### src/rtl/lock_pkg.sv
`default_nettype none
// ============================================================================
// lock_pkg : shared types and constants for the keypad door lock sequencer.
// Revision : 1.0
// ============================================================================
package lock_pkg;

   typedef enum logic [1:0] {
      IDLE     = 2'd0,
      ENTRY    = 2'd1,
      UNLOCKED = 2'd2,
      LOCKOUT  = 2'd3
   } state_t;

   localparam int DIGIT_W   = 4;
   localparam int KEY_N     = 10;

   localparam int DEF_CODE0 = 5;
   localparam int DEF_CODE1 = 2;
   localparam int DEF_CODE2 = 4;
   localparam int DEF_CODE3 = 1;
   localparam int DEF_CODE4 = 9;

endpackage
`default_nettype wire

### src/rtl/lock_key_event.sv
`default_nettype none
// ============================================================================
// lock_key_event : turns raw key levels into single press events with digit.
// Revision : 1.0
// ============================================================================
module lock_key_event
   import lock_pkg::*;
(
   input  logic               Clk,
   input  logic               Reset,
   input  logic [KEY_N-1:0]   Key,
   output logic               evt,
   output logic               evt_valid,
   output logic [DIGIT_W-1:0] evt_digit
);

   logic [KEY_N-1:0] key_q;
   logic             one_hot;

   always_ff @(posedge Clk or posedge Reset) begin
      if (Reset) key_q <= '0;
      else       key_q <= Key;
   end

   // Only a transition out of all-released counts; key changes without a release do not.
   assign evt       = (key_q == '0) && (Key != '0);
   assign one_hot   = ((Key & (Key - KEY_N'(1))) == '0);
   assign evt_valid = evt && one_hot;

   always_comb begin
      evt_digit = '0;
      for (int i = 0; i < KEY_N; i++) begin
         if (Key[i]) evt_digit = DIGIT_W'(i);
      end
   end

endmodule
`default_nettype wire

### src/rtl/lock_sequencer.sv
`default_nettype none
// ============================================================================
// lock_sequencer : five-digit code checker with fail counting, lockout and timed unlock.
// Revision : 1.0
// ============================================================================
module lock_sequencer
   import lock_pkg::*;
#(
   parameter int CODE0          = DEF_CODE0,
   parameter int CODE1          = DEF_CODE1,
   parameter int CODE2          = DEF_CODE2,
   parameter int CODE3          = DEF_CODE3,
   parameter int CODE4          = DEF_CODE4,
   parameter int MAX_FAIL       = 3,
   parameter int LOCKOUT_CYCLES = 1000,
   parameter int UNLOCK_CYCLES  = 500
)
(
   input  logic             Clk,
   input  logic             Reset,
   input  logic [KEY_N-1:0] Key,
   input  logic             Dr,
   output logic             Unlock,
   output logic             Lockout,
   output logic [2:0]       Digit_idx,
   output logic [3:0]       Fail_cnt
);

   localparam int MAX_CYC = (LOCKOUT_CYCLES > UNLOCK_CYCLES) ? LOCKOUT_CYCLES : UNLOCK_CYCLES;
   localparam int TMR_W   = $clog2(MAX_CYC);
   localparam logic [TMR_W-1:0] UNL_LOAD = TMR_W'(UNLOCK_CYCLES - 1);
   localparam logic [TMR_W-1:0] LCK_LOAD = TMR_W'(LOCKOUT_CYCLES - 1);
   localparam logic [4:0]       FAIL_LIM = 5'(MAX_FAIL);

   state_t             state, state_n;
   logic [2:0]         idx_n;
   logic [3:0]         fail_n, fail_inc;
   logic [TMR_W-1:0]   timer, timer_n;
   logic               evt, evt_valid;
   logic [DIGIT_W-1:0] evt_digit;

   lock_key_event u_key_event (
      .Clk       (Clk),
      .Reset     (Reset),
      .Key       (Key),
      .evt       (evt),
      .evt_valid (evt_valid),
      .evt_digit (evt_digit)
   );

   function automatic logic [DIGIT_W-1:0] code_at(input logic [2:0] idx);
      case (idx)
         3'd0:    code_at = DIGIT_W'(CODE0);
         3'd1:    code_at = DIGIT_W'(CODE1);
         3'd2:    code_at = DIGIT_W'(CODE2);
         3'd3:    code_at = DIGIT_W'(CODE3);
         default: code_at = DIGIT_W'(CODE4);
      endcase
   endfunction

   assign fail_inc = (Fail_cnt == 4'd15) ? 4'd15 : Fail_cnt + 4'd1;

   always_comb begin
      state_n = state;
      idx_n   = Digit_idx;
      fail_n  = Fail_cnt;
      timer_n = timer;
      case (state)
         IDLE, ENTRY: begin
            // Door switch outranks any press arriving in the same cycle.
            if (Dr) begin
               state_n = IDLE;
               idx_n   = 3'd0;
            end else if (evt) begin
               if (evt_valid && (evt_digit == code_at(Digit_idx))) begin
                  if (Digit_idx == 3'd4) begin
                     state_n = UNLOCKED;
                     idx_n   = 3'd0;
                     fail_n  = 4'd0;
                     timer_n = UNL_LOAD;
                  end else begin
                     state_n = ENTRY;
                     idx_n   = Digit_idx + 3'd1;
                  end
               end else begin
                  idx_n  = 3'd0;
                  fail_n = fail_inc;
                  if (({1'b0, Fail_cnt} + 5'd1) == FAIL_LIM) begin
                     state_n = LOCKOUT;
                     timer_n = LCK_LOAD;
                  end else begin
                     state_n = IDLE;
                  end
               end
            end
         end
         UNLOCKED: begin
            if ((timer == '0) || Dr) begin
               state_n = IDLE;
               timer_n = '0;
            end else begin
               timer_n = timer - TMR_W'(1);
            end
         end
         LOCKOUT: begin
            if (timer == '0) begin
               state_n = IDLE;
               fail_n  = 4'd0;
            end else begin
               timer_n = timer - TMR_W'(1);
            end
         end
         default: state_n = IDLE;
      endcase
   end

   always_ff @(posedge Clk or posedge Reset) begin
      if (Reset) begin
         state     <= IDLE;
         Digit_idx <= 3'd0;
         Fail_cnt  <= 4'd0;
         timer     <= '0;
         Unlock    <= 1'b0;
         Lockout   <= 1'b0;
      end else begin
         state     <= state_n;
         Digit_idx <= idx_n;
         Fail_cnt  <= fail_n;
         timer     <= timer_n;
         Unlock    <= (state_n == UNLOCKED);
         Lockout   <= (state_n == LOCKOUT);
      end
   end

endmodule
`default_nettype wire

### config.mk
export PLATFORM = sky130hd
export DESIGN_NAME = lock_sequencer
export DESIGN_NICKNAME = d
export VERILOG_FILES = /design/src/rtl/lock_pkg.sv /design/src/rtl/lock_key_event.sv /design/src/rtl/lock_sequencer.sv
export SDC_FILE = /design/constraint.sdc
export NUM_CORES = 1
export LEC_CHECK = 0
export BUFFER_PORTS_ARGS = -buffer_cell sky130_fd_sc_hd__buf_2
export CORE_ASPECT_RATIO = 0.6
export CORE_MARGIN = 2
export CORE_UTILIZATION = 58
export DETAILED_ROUTE_END_ITERATION = 16
export PLACE_DENSITY = 0.89
export SLEW_MARGIN = 30
export SYNTH_ARGS = -nofsm -noshare
export SYNTH_HDL_FRONTEND = slang
export SYNTH_SLANG_ARGS = --single-unit
export TNS_END_PERCENT = 10
### constraint.sdc
create_clock -name Clk -period 3.6 [get_ports Clk]
set_clock_uncertainty 0.15 [all_clocks]
set_input_delay 0.72 -clock Clk [delete_from_list [all_inputs] [get_ports Clk]]
set_output_delay 0.72 -clock Clk [all_outputs]
set_load 0.05 [all_outputs]
==> impl_results.md, run 1 <==
* Power Dens Cells at 312 nW/um^2
* Final setup fails at 0
* Worst Setup Start Kind: flip-flop
* CP Capture Type: flip-flop
* FFs w/ async S/R, synth at 100%
* FMAX at 299 MHz
* Worst-path cell chain: inv_1 -> ha_1 -> o21bai_1 -> or3b_2 -> a21oi_1 -> o21ai_0 -> or2_2 -> o211ai_1 -> and2_1 -> o221a_2
* Worst R2R Setup Slack at 250 ps
* Via density at 6.07
* CP arrival at 3430 ps
* XOR/XNOR share of the synthesized area at 0.914%
* Clock-pin transition on the worst setup and hold timing paths at 60 ps
* Ys Warns at 0
* Distinct cells, synth at 50
* # fillers at 267
* Max clock buf depth at 2
* Setup slack after layout at 251 ps
* Die H at 48.5 um
* Post-DP HPWL at 3250 um
* Register area share after synthesis at 40.5%
* Chip Width at 78.2 um
* Row count at 16
* Slowest Stage Delay on Critical Path at 470 ps
* Hold_ws at 354 ps
* Vias in the first global route at 1535
* Setup TNS at 0 ps
* P_leak at 0.962 nW
* Min Tclk post-route at 3350 ps
* Latest clock arrival within the worst-skew pair at 290 ps
* Synth Flop Type: dfrtp_1
* Dpl cell area at 2080 um^2
* WL final at 4360 um
* Yosys reg bits at 31
* Initial core utilization at 59.8%
* DRC violations left at 0
* GPL Wtd Cong at 0.826
* Synth Area in Adders at 5.75%
* DP Worst Slack at 129 ps
* Most frequent cells in the layout: dfrtp_1 (31), buf_2 (21), nor2_1 (20)
* Worst R2R Path Depth at 10
* Max-cap violations at 0
* Post-cts sizing count at 0
* Reg area at 776 um^2
* Clk sinks at 31
* Post-synthesis compound-gate area fraction at 24.6%
* Post-CTS setup buffer count at 0
* CTS Hold Bufs at 0
* Final ANT Viol Nets at 0
* WS Path Type: flip-flop to flip-flop
* Top Ports at 22
* Critical-path top delay cell: or3b_2
* Worst vdd ir at 163 uV
* WL/cell at 15.3 um
* PortBufs at 21
* Period Utilization, post-route at 93.0%
* Antenna fix cells at 0
* Hold Path Class: primary input to asynchronous set/reset pin
* Critical Path RT at 3680 ps
* Fin. max-slew vios at 0
* Cts bufs inserted at 5
* Post-synthesis mux area share at 0.588%
* Post-synthesis net count at 236
* Cell Area, Synth at 1920 um^2
* Pwr Total at 0.677 mW
* Status: complete, no violations
* Initial antenna violation count at 0
* CTS HTree Levels at 2
* DR iter-0 viols at 174
* Final Hold Vio Count at 0
* Area of the multi-input gates at 1070 um^2
* Largest family of logic cells by synthesized area: compound AO/OA/AOI/OAI gates
* Layout cell share with drive strength beyond 1 at 19.1%
* First-pass GRT wire length at 7430 um
* GRT Util Overall at 25.6%
* Tightest Pin Transition at 741 ps
* Vias at 1736
* Die area at 3790 um^2
* Drt first pass iters at 4
* Total gr overflow at 0
* Final nets at 262
* Syn Inst Count at 215
* Core area at 3200 um^2
* Syn_area_per_cell at 8.91 um^2
* CTS tree: done
* RSZ-0062 raised after global routing: false
* Max FO, Critical Path at 7
* Final instance area at 2170 um^2
* Largest net degree at the start of global routing at 32
* Root Buffer: clkbuf_8
* Worst rel slew slack at 49.3%
* Most common cell after layout, fill and taps aside: dfrtp_1
* Area Overhead vs Synth at 13.3%
* Post-synth EDFFs at 0
* Synth Area in Simple Gates at 24.1%
[critical path, delay by kind of cell, from the launching register on]
kind                     cells  cell delay, ps
AND/OR/NAND/NOR              3            1170
AO/OA/AOI/OAI                5            1230
adder cells (fa/ha/maj)      1             220
flip-flops                   1             450
buffers and inverters        1              90
[state kept, by name (all words and copies together) (netlist names)]
register and flops:
Digit_idx 3, Fail_cnt 4, Lockout 1, Unlock 1
state 2, timer 10, u_key_event.key_q 10
[kinds of logic (layout without fill, tap and decap cells)]
group                    count (synthesis)  count (layout)
buffers and inverters                   18              44
XOR/XNOR                                 2               2
AO/OA/AOI/OAI                           70              70
adder cells (fa/ha/maj)                  9               9
AND/OR/NAND/NOR                         84              84
multiplexers                             1               1
flip-flops                              31              31
[synth_stat cells (2+ instances only)]
cell type / instances / share of area, %
or3_1: 4 / 1.3
ha_1: 8 / 5.2
nand2_1: 14 / 2.7
a21o_1: 2 / 0.78
inv_1: 12 / 2.4
dfrtp_1: 31 / 40
nand2b_1: 4 / 1.3
or2_2: 3 / 0.98
o211ai_1: 3 / 1.2
a21oi_1: 15 / 3.9
o221a_2: 2 / 1.2
nor2_1: 20 / 3.9
o2111ai_1: 3 / 1.4
nor3b_1: 4 / 1.6
o22ai_1: 8 / 2.6
nor4_1: 4 / 1.3
nor2b_1: 4 / 1.3
o22a_1: 2 / 0.91
and2_1: 4 / 1.3
a31oi_1: 4 / 1.3
xnor2_1: 2 / 0.91
clkbuf_1: 5 / 0.98
o21ai_0: 17 / 4.4
nand3_1: 10 / 2.6
a22o_1: 2 / 0.91
nor3_1: 4 / 1.0
[layer usage]
layer | share of wire, % | vias to the layer above | GRT usage (%)
met5 | 0 | - | 0
met4 | 1.9 | 0 | 9.65
met3 | 6.5 | 9 | 7.09
met2 | 40 | 77 | 35.8
met1 | 52 | 800 | 38.0
li1 | - | 850 | -
[cell type report]
cell class	instances	area share, %
multi-input combinational	166	49.3
timing repair buffer	25	6.22
clock inverter	1	0.231
sequential	31	35.7
inverter	12	2.07
tap	45	2.59
clock buffer	6	3.80
[metrics by stage]
step                std cells  util [%]
global route              286      67.8
finish                    286      67.8
floorplan                 215         -
CTS                       286      67.8
global placement          279      65.0
detailed placement        279      65.0
[where the power goes]
group          switching (mW)  internal, mW  leakage (nW)
clock network           0.129         0.150        0.0470
logic                  0.0287        0.0130         0.510
registers             0.00247         0.354         0.405
[worst paths after layout]
path                                   start                   end
min in group Clk                    timer[9]              timer[9]
worst min register to register      timer[9]              timer[9]
worst max register to register  Digit_idx[0]              timer[5]
max in group asynchronous              Reset          Digit_idx[1]
worst min-delay path                   Reset  u_key_event.key_q[4]
worst max-delay path            Digit_idx[0]              timer[5]
Note: power is estimated with default switching activity, not from simulation.
==> inputs of run 2 (changes only) <==
- SYNTH_HIERARCHICAL: default -> 1
==> run 2 against run 1 <==
Effect of this change: sequential share of layout area down 1.7 points; non-clock buffer count up 5; via count up 8.5%; largest power group is now the clock network.
==> impl_results.md, run 2 <==
* Hold_ws at 238 ps
* Final ANT Viol Nets at 0
* Area of the multi-input gates at 1090 um^2
* Max clock buf depth at 2
* Most frequent cells in the layout: dfrtp_1 (31), nor2_1 (25), a21oi_1 (24)
* Cell Area, Synth at 1950 um^2
* Wl on met1 at 2200 um
* Post-synthesis net count at 242
* Core area at 3240 um^2
* Total gr overflow at 0
* FMAX at 294 MHz
* DRC violations left at 0
* Fin. max-slew vios at 0
* Post-cts sizing count at 0
* Chip Width at 78.9 um
* Reg area at 776 um^2
* CTS Hold Bufs at 0
* P_leak at 1.04 nW
* Final instance area at 2280 um^2
* Register area share after synthesis at 39.8%
* Biggest regs: timer: 10 flops, u_key_event/key_q: 10 flops, Fail_cnt: 4 flops
* CP arrival at 3460 ps
* Die H at 48.9 um
* # fillers at 273
* Cts bufs inserted at 5
* DP Worst Slack at -55.6 ps
* Clk sinks at 31
* Period Utilization, post-route at 94.5%
* Met3 WL at 576 um
* Dpl cell area at 2160 um^2
* Vias in the first global route at 1703
* Row count at 16
* Area Overhead vs Synth at 16.7%
* Distinct cells, synth at 49
* Net switching fraction of the power at 21.8%
* P_int at 0.593 mW
* Largest net degree at the start of global routing at 22
* Post-synth EDFFs at 0
* Power Dens Cells at 333 nW/um^2
* Min Tclk post-route at 3400 ps
* Worst vdd ir at 256 uV
* Final nets at 274
* WL final at 4780 um
* Layout cell share with drive strength beyond 1 at 18.2%
* FFs w/ async S/R, synth at 100%
* WS Path Type: primary input to flip-flop
* Initial antenna violation count at 0
* Critical-path top delay cell: or4_1
* Share of total power in the clock network at 47.2%
* Antenna fix cells at 0
* Buf+Inv Stages, Crit Path at 1
* WL/cell at 16.0 um
* Tightest Pin Transition at 969 ps
* Slowest Stage Delay on Critical Path at 570 ps
* Cells after DPL at 290
* Pwr Total at 0.758 mW
* PortBufs at 21
* Latest clock arrival within the worst-skew pair at 290 ps
* Max-cap violations at 0
* Clock-pin transition on the worst setup and hold timing paths at 70 ps
* Ys Warns at 6
* Cell with the most instances after synthesis: dfrtp_1
* Most common cell after layout, fill and taps aside: dfrtp_1
* WL met2 at 1910 um
* Top cell type by total area after synthesis: dfrtp_1
* Drt first pass iters at 4
* Root Buffer: clkbuf_8
* GPL Wtd Cong at 0.906
* CTS tree: done
* Final setup fails at 0
* Final non-filler cell total at 298
* CTS HTree Levels at 2
* Sequential fraction of design power at 47.0%
* Vias at 1883
* Hold Path Class: primary input to asynchronous set/reset pin
* Yosys reg bits at 31
* Comb power frac at 5.8%
* Top routing layer used: met4
* Area share of the largest cell type after synthesis at 39.8%
* Post-DP HPWL at 3470 um
* Worst-path cell chain: buf_2 -> or4_1 -> or3_4 -> a2111oi_4 -> o311a_1 -> o2111ai_2 -> o41a_1 -> a21o_1 -> o22ai_1
* Via density at 6.32
* Final Hold Vio Count at 0
* Delay-heaviest family, CP: compound AO/OA/AOI/OAI gates
* Initial core utilization at 60.1%
* Switch Pwr at 0.165 mW
* Post-CTS setup buffer count at 0
* Top Ports at 22
* Setup slack after layout at 196 ps
* Critical Path RT at 3660 ps
* DR iter-0 viols at 165
* Syn_area_per_cell at 8.87 um^2
* Synth Flop Type: dfrtp_1
* Top cells by area, synth: dfrtp_1 (40%), a21oi_1 (6.2%), ha_1 (5.8%), nor2_1 (4.8%), inv_1 (3.5%)
* Max FO, Critical Path at 7
* RSZ-0062 raised after global routing: false
* Die area at 3860 um^2
* Synth cell count leaders: dfrtp_1 (31), nor2_1 (25), a21oi_1 (24), inv_1 (18), nand2_1 (14)
* Worst rel slew slack at 35.1%
* GRT Util Overall at 27.7%
* Status: complete, no violations
* First-pass GRT wire length at 8150 um
* Worst Setup Start Kind: primary input
* Syn Inst Count at 220
* CP Capture Type: flip-flop
-- run 2: cell types whose count changed after synthesis, moves of 4 or more --
cell,before,now
inv_1,12,18
nor2_1,20,25
o21ai_0,17,11
nor3b_1,4,0
a21oi_1,15,24
o22ai_1,8,3
-- run 2: worst paths after layout --
check	start	to	slack, ps	depth (start not counted)
min	Reset	u_key_event/key_q[9]	240	2
max in group asynchronous	Reset	Fail_cnt[3]	2370	2
min reg2reg	timer[9]	timer[9]	400	2
min in group Clk	timer[9]	timer[9]	400	2
max	Key[5]	timer[2]	200	9
max reg2reg	timer[0]	timer[8]	640	8
-- run 2: area by class of cell --
type | count | area share (%)
Timing Repair Buffer | 30 | 7.58
Sequential cell | 31 | 34.1
Tap cell | 45 | 2.47
Multi-Input combinational cell | 166 | 47.7
Clock buffer | 6 | 3.63
Clock inverter | 2 | 1.54
Inverter | 18 | 2.97
-- run 2: metrics by stage --
stage / util [%] / TNS (ps)
2_1_floorplan: - / 0
3_3_place_gp: 66.6 / -9.34
3_5_place_dp: 66.6 / -390
4_1_cts: 70.2 / 0
5_1_grt: 70.2 / 0
6_report: 70.2 / 0
-- run 2: cells by family (layout without fill, tap and decap cells) --
logic type,after synthesis,count (layout),synth area share [%]
AOI/OAI and AO/OA,70,70,26.4
xor gates and xnor gates,3,3,1.35
adders and majority gates,10,10,6.29
buffers and inverters,23,56,4.49
DFF,31,31,39.8
muxes,2,2,1.03
and+or+nand+nor,81,81,20.7
-- run 2: per-layer routing --
layer  GRT usage (%)  up-vias
li1                -      867
met1            43.5      879
met2            36.9      122
met3            6.11       15
met4            11.2        0
met5               0        -
-- run 2: power by group through the flow --
stage	clock (mW)	combinational [mW]	sequential [mW]
finish	0.358	0.0443	0.356
global route	0.375	0.0499	0.357
CTS	0.360	0.0442	0.356
detailed placement	0	0.0440	0.363
global placement	0	0.0433	0.363
floorplan	0	0.0199	0.363
-- run 2: worst register-to-register path: stages (launching register included) --
cell and delay [ps]:
dfrtp_1 370, inv_1 120, ha_1 150, nor4b_1 390, nand3_1 300, o211ai_1 850
a31oi_1 130, o21ai_0 280, o31ai_2 110
==> inputs of run 3 (changes only) <==
- CELL_PAD_IN_SITES_DETAIL_PLACEMENT: default -> 1
- CELL_PAD_IN_SITES_GLOBAL_PLACEMENT: default -> 1
- CORE_MARGIN: 2 -> 4
- CORE_UTILIZATION: 58 -> 44
- GPL_ROUTABILITY_DRIVEN: default -> 0
==> run 3 against run 2 <==
Effect of this change: die area grew 45%; highest routed layer unchanged; critical endpoint is now timer[4]; combinational power grew 9.7%; sequential power barely moved; clock power up 2%; wire length grew 32%; critical path type unchanged; sequential share of layout area decreased by 0.95 points.
==> impl_results.md, run 3 (synthesis gave the netlist of run 2 again) <==
* Worst Setup Start Kind: primary input
* Hold_ws at 254 ps
* RR Endpoint: Fail_cnt[3]
* Clk sinks at 31
* Max FO, Critical Path at 7
* Chip Width at 94.0 um
* Worst R2R Setup Slack at 570 ps
* Max clock buf depth at 2
* # fillers at 525
* Worst rel slew slack at 44.7%
* Biggest regs: timer: 10 flops, u_key_event/key_q: 10 flops, Fail_cnt: 4 flops
* Final ANT Viol Nets at 0
* Met3 WL at 465 um
* Final Hold Vio Count at 0
* Antenna fix cells at 0
* Vias at 1907
* Latest clock arrival within the worst-skew pair at 280 ps
* Critical Path RT at 3650 ps
* DR iter-0 viols at 221
* WS Path Type: primary input to flip-flop
* First-pass GRT wire length at 10400 um
* FMAX at 286 MHz
* Clock-pin transition on the worst setup and hold timing paths at 70 ps
* Worst vdd ir at 178 uV
* Max-cap violations at 0
* Worst r2r src: Digit_idx[0]
* Setup TNS at 0 ps
* Most frequent cells in the layout: dfrtp_1 (31), nor2_1 (25), a21oi_1 (24)
* Crit. Startpoint: Key[5]
* CTS HTree Levels at 2
* Vias in the first global route at 2032
* Via density at 6.00
* Post-DP HPWL at 4560 um
* Min Tclk post-route at 3500 ps
* CP Capture Type: flip-flop
* CTS tree: done
* Most common cell after layout, fill and taps aside: dfrtp_1
* Area of the multi-input gates at 1100 um^2
* Layout cell share with drive strength beyond 1 at 20.5%
* Status: complete, no violations
* DRC violations left at 0
* CTS Hold Bufs at 0
* Row count at 18
* Dpl cell area at 2220 um^2
* Top Ports at 22
* Reg area at 776 um^2
* WL final at 6300 um
* PortBufs at 21
* Final nets at 279
* Final instance area at 2340 um^2
* Largest net degree at the start of global routing at 22
* P_leak at 1.07 nW
* Root Buffer: clkbuf_8
* WL met2 at 2660 um
* Power Dens Cells at 329 nW/um^2
* RSZ-0062 raised after global routing: false
* Cts bufs inserted at 5
* Hold Path Class: primary input to asynchronous set/reset pin
* GRT Util Overall at 25.0%
* Core area at 4190 um^2
* Total gr overflow at 0
* CP Capture Point: timer[4]
* Post-CTS setup buffer count at 0
* Final setup fails at 0
* Die H at 59.6 um
* Drt first pass iters at 4
* Fin. max-slew vios at 0
* Period Utilization, post-route at 97.2%
* Area Overhead vs Synth at 20.1%
* Tightest Pin Transition at 828 ps
* CP arrival at 3550 ps
* Wl on met1 at 3040 um
* Initial core utilization at 46.6%
* Die area at 5600 um^2
* Worst R2R Path Depth at 8
* Top routing layer used: met4
* Initial antenna violation count at 0
* WL/cell at 19.8 um
* Fin util at 55.9%
run 3: cell type report:
cell class | count | area share [%]
Clock buffer | 6 | 3.53
Multi-Input combinational cell | 166 | 46.8
Inverter | 18 | 2.88
Tap cell | 60 | 3.21
Timing Repair Buffer | 35 | 8.97
Clock inverter | 2 | 1.50
Sequential cell | 31 | 33.1
run 3: critical path, stage by stage:
cell       delay [ps]
buf_2             110
or4_1             580
or3_4             400
a2111oi_4         350
o311a_1           210
o2111ai_2         180
o41a_1            500
a21o_2            300
o22ai_1           200
run 3: worst min path at each step:
stage,slack [ps],cells past startpoint,endpoint
3_5_place_dp,410,2,timer[9]
4_1_cts,270,2,u_key_event/key_q[8]
2_1_floorplan,360,2,timer[2]
3_3_place_gp,390,2,timer[9]
5_1_grt,290,2,u_key_event/key_q[7]
6_report,250,2,u_key_event/key_q[9]
run 3: through the flow:
stage	std cells	power [mW]	setup WS, ps
2_1_floorplan	220	0.383	138
3_3_place_gp	310	0.408	-2.54
3_5_place_dp	310	0.411	-119
4_1_cts	318	0.774	104
5_1_grt	318	0.795	1.39
6_report	318	0.770	99.2
run 3: timing repair:
item / in CTS / in global routing
endpoints found under the hold margin: 0 / 0
resized for setup: 0 / 2
endpoints found under the setup margin: 0 / 2
run 3: per-layer routing:
metal	vias to the layer above	global-route usage, %
met5	-	0
met4	0	9.67
met3	17	4.82
met2	76	36.4
met1	943	36.5
li1	871	-
run 3: power breakdown:
group / total, mW / switching, mW / internal [mW] / leakage, nW
clock network: 0.365 / 0.141 / 0.224 / 0.0612
registers: 0.357 / 0.00238 / 0.354 / 0.400
logic: 0.0486 / 0.0328 / 0.0158 / 0.610
total: 0.770 / 0.176 / 0.594 / 1.07
